$ cat config.mk
export PLATFORM = sky130hd
export DESIGN_NAME = crc_16_ccitt_parallel
export DESIGN_NICKNAME = d
export VERILOG_FILES = /design/src/rtl/crc16_pkg.sv /design/src/rtl/crc16_ccitt_byte_step.sv /design/src/rtl/crc_16_ccitt_parallel.sv
export SDC_FILE = /design/constraint.sdc
export NUM_CORES = 1
export LEC_CHECK = 0
export CAP_MARGIN = 5
export CORE_MARGIN = 4
export CORE_UTILIZATION = 42
export DETAILED_ROUTE_END_ITERATION = 10
export GPL_TIMING_DRIVEN = 0
export HOLD_SLACK_MARGIN = 0.06
export MAX_ROUTING_LAYER = met4
export PLACE_DENSITY = 0.82
export SYNTH_ARGS = -nofsm -noshare
export SYNTH_HDL_FRONTEND = slang
export SYNTH_SLANG_ARGS = --single-unit
$ cat constraint.sdc
create_clock -name i_Clk -period 1.9 [get_ports i_Clk]
set_input_delay 0.57 -clock i_Clk [delete_from_list [all_inputs] [get_ports i_Clk]]
set_output_delay 0.57 -clock i_Clk [all_outputs]
set_load 0.02 [all_outputs]
$ cat src/rtl/crc16_pkg.sv
// crc16_pkg
//   Shared constants and reference functions for the byte-parallel
//   CRC-16-CCITT generator (polynomial x^16+x^12+x^5+1, MSB first).
//   CRC16_POLY   : generator polynomial without the x^16 term
//   CRC16_INIT   : register preset value
//   CRC16_XOROUT : final XOR applied to the reflected output
//   crc16_next_byte(crc, data) : 8 serial LFSR steps, data bit 7 first
//   reverse16(value)           : full 16-bit bit reversal
package crc16_pkg;

  localparam logic [15:0] CRC16_POLY   = 16'h1021;
  localparam logic [15:0] CRC16_INIT   = 16'hFFFF;
  localparam logic [15:0] CRC16_XOROUT = 16'hFFFF;

  // Bit-serial form. It is kept as the readable definition of one byte
  // step; the datapath uses the flattened equations in
  // crc16_ccitt_byte_step, which compute the same function.
  function automatic logic [15:0] crc16_next_byte(input logic [15:0] crc,
                                                  input logic [7:0]  data);
    logic [15:0] c;
    logic        fb;
    c = crc;
    for (int k = 7; k >= 0; k--) begin
      fb = c[15] ^ data[k];
      c  = {c[14:0], 1'b0} ^ (fb ? CRC16_POLY : 16'h0000);
    end
    return c;
  endfunction

  function automatic logic [15:0] reverse16(input logic [15:0] value);
    logic [15:0] r;
    for (int i = 0; i < 16; i++) begin
      r[i] = value[15-i];
    end
    return r;
  endfunction

endpackage

$ cat src/rtl/crc16_ccitt_byte_step.sv
// crc16_ccitt_byte_step
//   Purely combinational: absorbs one byte into a CRC-16-CCITT value in a
//   single step (equivalent to 8 MSB-first serial LFSR shifts).
//   crc_i [15:0] : current CRC value
//   data_i [7:0] : byte to absorb, bit 7 first
//   crc_o [15:0] : CRC after absorbing data_i
module crc16_ccitt_byte_step
  import crc16_pkg::*;
(
  input  logic [15:0] crc_i,
  input  logic [7:0]  data_i,
  output logic [15:0] crc_o
);

  // The byte feeding the polynomial is the top CRC byte XOR the data.
  // Because 0x1021 has no terms in bits 11..8 beyond x^12, folding the
  // upper nibble of that byte back onto itself (t = x ^ x>>4) yields the
  // exact feedback pattern; the remainder is three shifted copies of t
  // (x^12, x^5, x^0) on top of the CRC shifted left by one byte.
  logic [7:0] fb_byte;
  logic [7:0] fb_fold;

  always_comb begin
    fb_byte = crc_i[15:8] ^ data_i;
    fb_fold = fb_byte ^ {4'h0, fb_byte[7:4]};
    crc_o   = {crc_i[7:0], 8'h00}
            ^ {fb_fold[3:0], 12'h000}
            ^ {3'b000, fb_fold, 5'b00000}
            ^ {8'h00, fb_fold};
  end

endmodule

$ cat src/rtl/crc_16_ccitt_parallel.sv
// crc_16_ccitt_parallel
//   Byte-parallel CRC-16-CCITT generator, one byte per clock when qualified.
//   i_Clk              : rising-edge clock
//   i_Rst              : asynchronous active-high reset, loads INIT_VALUE
//   i_Init             : synchronous re-initialise, wins over i_DV
//   i_DV               : absorb i_Data on this edge
//   i_Data [7:0]       : data byte, bit 7 shifted first
//   o_CRC [15:0]       : registered CRC value (CCITT-FALSE style)
//   o_CRC_Reversed_Xor : bit-reversed o_CRC XOR 0xFFFF (X-25 style when the
//                        caller supplies bit-reversed bytes)
module crc_16_ccitt_parallel
  import crc16_pkg::*;
#(
  parameter logic [15:0] INIT_VALUE = CRC16_INIT
)(
  input  logic        i_Clk,
  input  logic        i_Rst,
  input  logic        i_Init,
  input  logic        i_DV,
  input  logic [7:0]  i_Data,
  output logic [15:0] o_CRC,
  output logic [15:0] o_CRC_Reversed_Xor
);

  logic [15:0] crc_q;
  logic [15:0] crc_d;
  logic [15:0] step_crc;

  crc16_ccitt_byte_step u_step (
    .crc_i  (crc_q),
    .data_i (i_Data),
    .crc_o  (step_crc)
  );

  // Init has priority; when neither strobe is set the register holds, so
  // whatever is on i_Data during idle cycles never reaches state.
  always_comb begin
    crc_d = crc_q;
    if (i_Init)
      crc_d = INIT_VALUE;
    else if (i_DV)
      crc_d = step_crc;
  end

  always_ff @(posedge i_Clk or posedge i_Rst) begin
    if (i_Rst)
      crc_q <= INIT_VALUE;
    else
      crc_q <= crc_d;
  end

  assign o_CRC              = crc_q;
  assign o_CRC_Reversed_Xor = reverse16(crc_q) ^ CRC16_XOROUT;

endmodule

==> run_results.csv <==
group,metric,value,unit
critical_path,crit_arrival,1.24,ns
timing,rsz0062_at_grt,"no",
timing,setup_viol,0,
critical_path,r2r_cells,3,
job,cap_violations,0,
clock_tree,tritoncts,"yes",
timing,slew_viol_final,0,
pwr,swShare,0.361,
grt,grt_util_all_layers,0.161,
die,coreArea,2300,um2
grt,grt_pass1_wl,4.00,mm
placement,place_hpwl,2.02,mm
grt,grt_pass1_vias,819,
die,dieArea,3380,um2
clock_tree,cts_root_buffer,"clkbuf_4",
final_layout,layout_commonest_cell,"dlygate4sd2_1",
synth,synth_top_area_share,0.398,
worst_hold_path,min_from,"o_CRC[12]",
synth,syn-cell-area,1060,um2
final_layout,n_fill_cell,203,
pwr,p_leak,0.000804,uW
pwr,ir_drop,0.000680,V
synth,syn_inst,100,
timing,tightest_slew,0.612,ns
clock_tree,clk_pin_slew,0.09,ns
clock_tree,cts_buffer_depth,2,
worst_hold_path,hold_class,"reg2reg",
final_layout,final_cell_area,1510,um2
critical_path,reg2reg_from,"o_CRC[13]",
clock_tree,cts_made_buffers,3,
clock_tree,clock-sinks,16,
die,num_io_pins,44,
die,initial_core_util,0.460,
timing,timing.final.crit_share,0.951,
die,die_x,58.2,um
placement,gp_congestion,0.789,
final_layout,insertedDiodeCount,0,
routing,vias,853,
grt,overflow,0,
synth,yosys-top-cells-area,"dfstp_2 (40%), xnor3_1 (19%), xnor2_1 (8.3%), inv_1 (6.4%), a211o_1 (5.0%)",
timing,setup_tns,0,ns
synth,yosysTopAreaCell,"dfstp_2",
placement,placed_cell_area,1500,um2
routing,drtIter0Drc,30,
critical_path,r2r_end,"o_CRC[5]",
synth,synth.distinct_cells,16,
critical_path,crit_fanout,4,
clock_tree,cts_max_level,1,
critical_path,crit_type,"reg2out",
critical_path,r2r_slack,0.32,ns
pwr,p_comb_frac,0.512,
grt,antenna_found_initial,0,
routing,drt_first_pass_iters,4,
pwr,cell_internal_pwr,947,uW
synth,ys_ff_latch,16,
critical_path,worstPathRequired,1.33,ns
die,die_h,58.2,um
synth,seq_area_frac_synth,0.398,
routing,postRouteAntennaNets,0,
synth,avgSynthCellArea,10.6,um2
timing,relSlewSlack,0.591,
critical_path,end_kind,"primary output",
routing,wire_per_inst,14.6,um
timing,finalCriticalPeriod,1.81,ns
routing,via_per_inst,4.90,
timing,finClkSkew,0.000816,ns
final_layout,layout.nets,159,
grt,grt_max_degree,17,
clock_tree,clkLatencyLatePin,0.29,ns
pwr,powerDensity,984,nW/um2
synth,yosys_warnings,0,
clock_tree,hold_buffers,0,
pwr,power.share.clock,0.154,
routing,drt-total-wl,2.54,mm
final_layout,final_cell_mix,"dlygate4sd2_1 (32), inv_1 (18), dfstp_2 (16)",
synth,mappedNetlistNets,112,
placement,io_buffers,41,
final_layout,syn2layout_area_growth,42.5,%
outcome,status,"finished, final reports clean",
die,rows,17,
final_layout,drive_above_1_share,0.158,
timing,fmax,0.554,GHz
routing,drc_errors,0,
timing,hold_violations,0,
pwr,pwr-share-seq,0.333,
final_layout,largest_reg_flops,16,
worst_hold_path,min_to,"o_CRC[12]",
pwr,p_sw,535,uW
critical_path,cp-start-kind,"register",
worst_hold_path,holdPathStages,2,
Yosys cell counts:
cell / n
dfstp_2: 16
nor2_1: 9
xnor3_1: 9
buf_1: 1
a311o_1: 2
nor3_1: 3
xnor2_2: 1
xor2_1: 3
xnor2_1: 10
a21oi_1: 8
inv_1: 18
xor2_2: 1
o21ai_0: 5
a211o_1: 6
clkbuf_1: 4
nand2_1: 4
power by group through the flow:
stage          Sequential (uW)  Clock (uW)  Combinational, uW
6_report                   494         229                759
2_1_floorplan              569           0                471
5_1_grt                    505         251                808
4_1_cts                    500         236                759
3_5_place_dp               507           0                837
3_3_place_gp               502           0                819
critical path, stage by stage, from the launching register on:
cell and delay [ns]:
dfstp_2 0.59, inv_1 0.04, dlygate4sd2_1 0.31
cell type report:
cell class	instances	area, um2	area share
timing repair buffer	42	378	0.251
clock buffer	4	36.3	0.0241
multi-input combinational	61	551	0.365
sequential	16	420	0.279
inverter	18	67.6	0.0449
buffer	5	18.8	0.0125
tap	28	35.0	0.0233
kinds of logic (layout without fill, tap and decap cells):
logic type | Yosys count | in the layout | share of synthesized area
xor gates and xnor gates | 24 | 24 | 0.330
and+or+nand+nor | 16 | 16 | 0.0603
buffers and inverters | 23 | 69 | 0.0816
DFF | 16 | 16 | 0.398
AOI/OAI and AO/OA | 21 | 21 | 0.130
through the flow:
stage / setup slack, ns / hold WS (ns) / cells / power (uW) / util
floorplan: 0.375 / 0.594 / 100 / 1040 / -
global placement: -0.157 / 0.565 / 169 / 1320 / 0.654
detailed placement: -0.183 / 0.588 / 169 / 1340 / 0.654
CTS: 0.0483 / 0.601 / 173 / 1490 / 0.653
global route: 0.0397 / 0.631 / 174 / 1560 / 0.656
finish: 0.0937 / 0.595 / 174 / 1480 / 0.656
repair_timing:
item                       4_1_cts  5_1_grt
setup endpoints to repair       32        1
buffers inserted                 0        1
resized for setup               32        0
worst max path at each step:
stage	start	end	cells past startpoint
floorplan	o_CRC[13]	o_CRC[6]	3
global placement	i_Data[6]	o_CRC[7]	4
detailed placement	i_Data[5]	o_CRC[5]	4
CTS	o_CRC[15]	o_CRC_Reversed_Xor[0]	2
global route	o_CRC[14]	o_CRC_Reversed_Xor[1]	2
finish	o_CRC[13]	o_CRC_Reversed_Xor[2]	2
routing by layer:
layer / GRT usage / vias up / wire length [um] / part of all wire
met5: - / - / 0 / 0
li1: - / 414 / - / -
met3: 0.0134 / 2 / 116 / 0.046
met1: 0.184 / 403 / 1050 / 0.41
met4: 0.0695 / 0 / 28 / 0.011
met2: 0.285 / 34 / 1350 / 0.53
(Power assumes the default switching activity.)
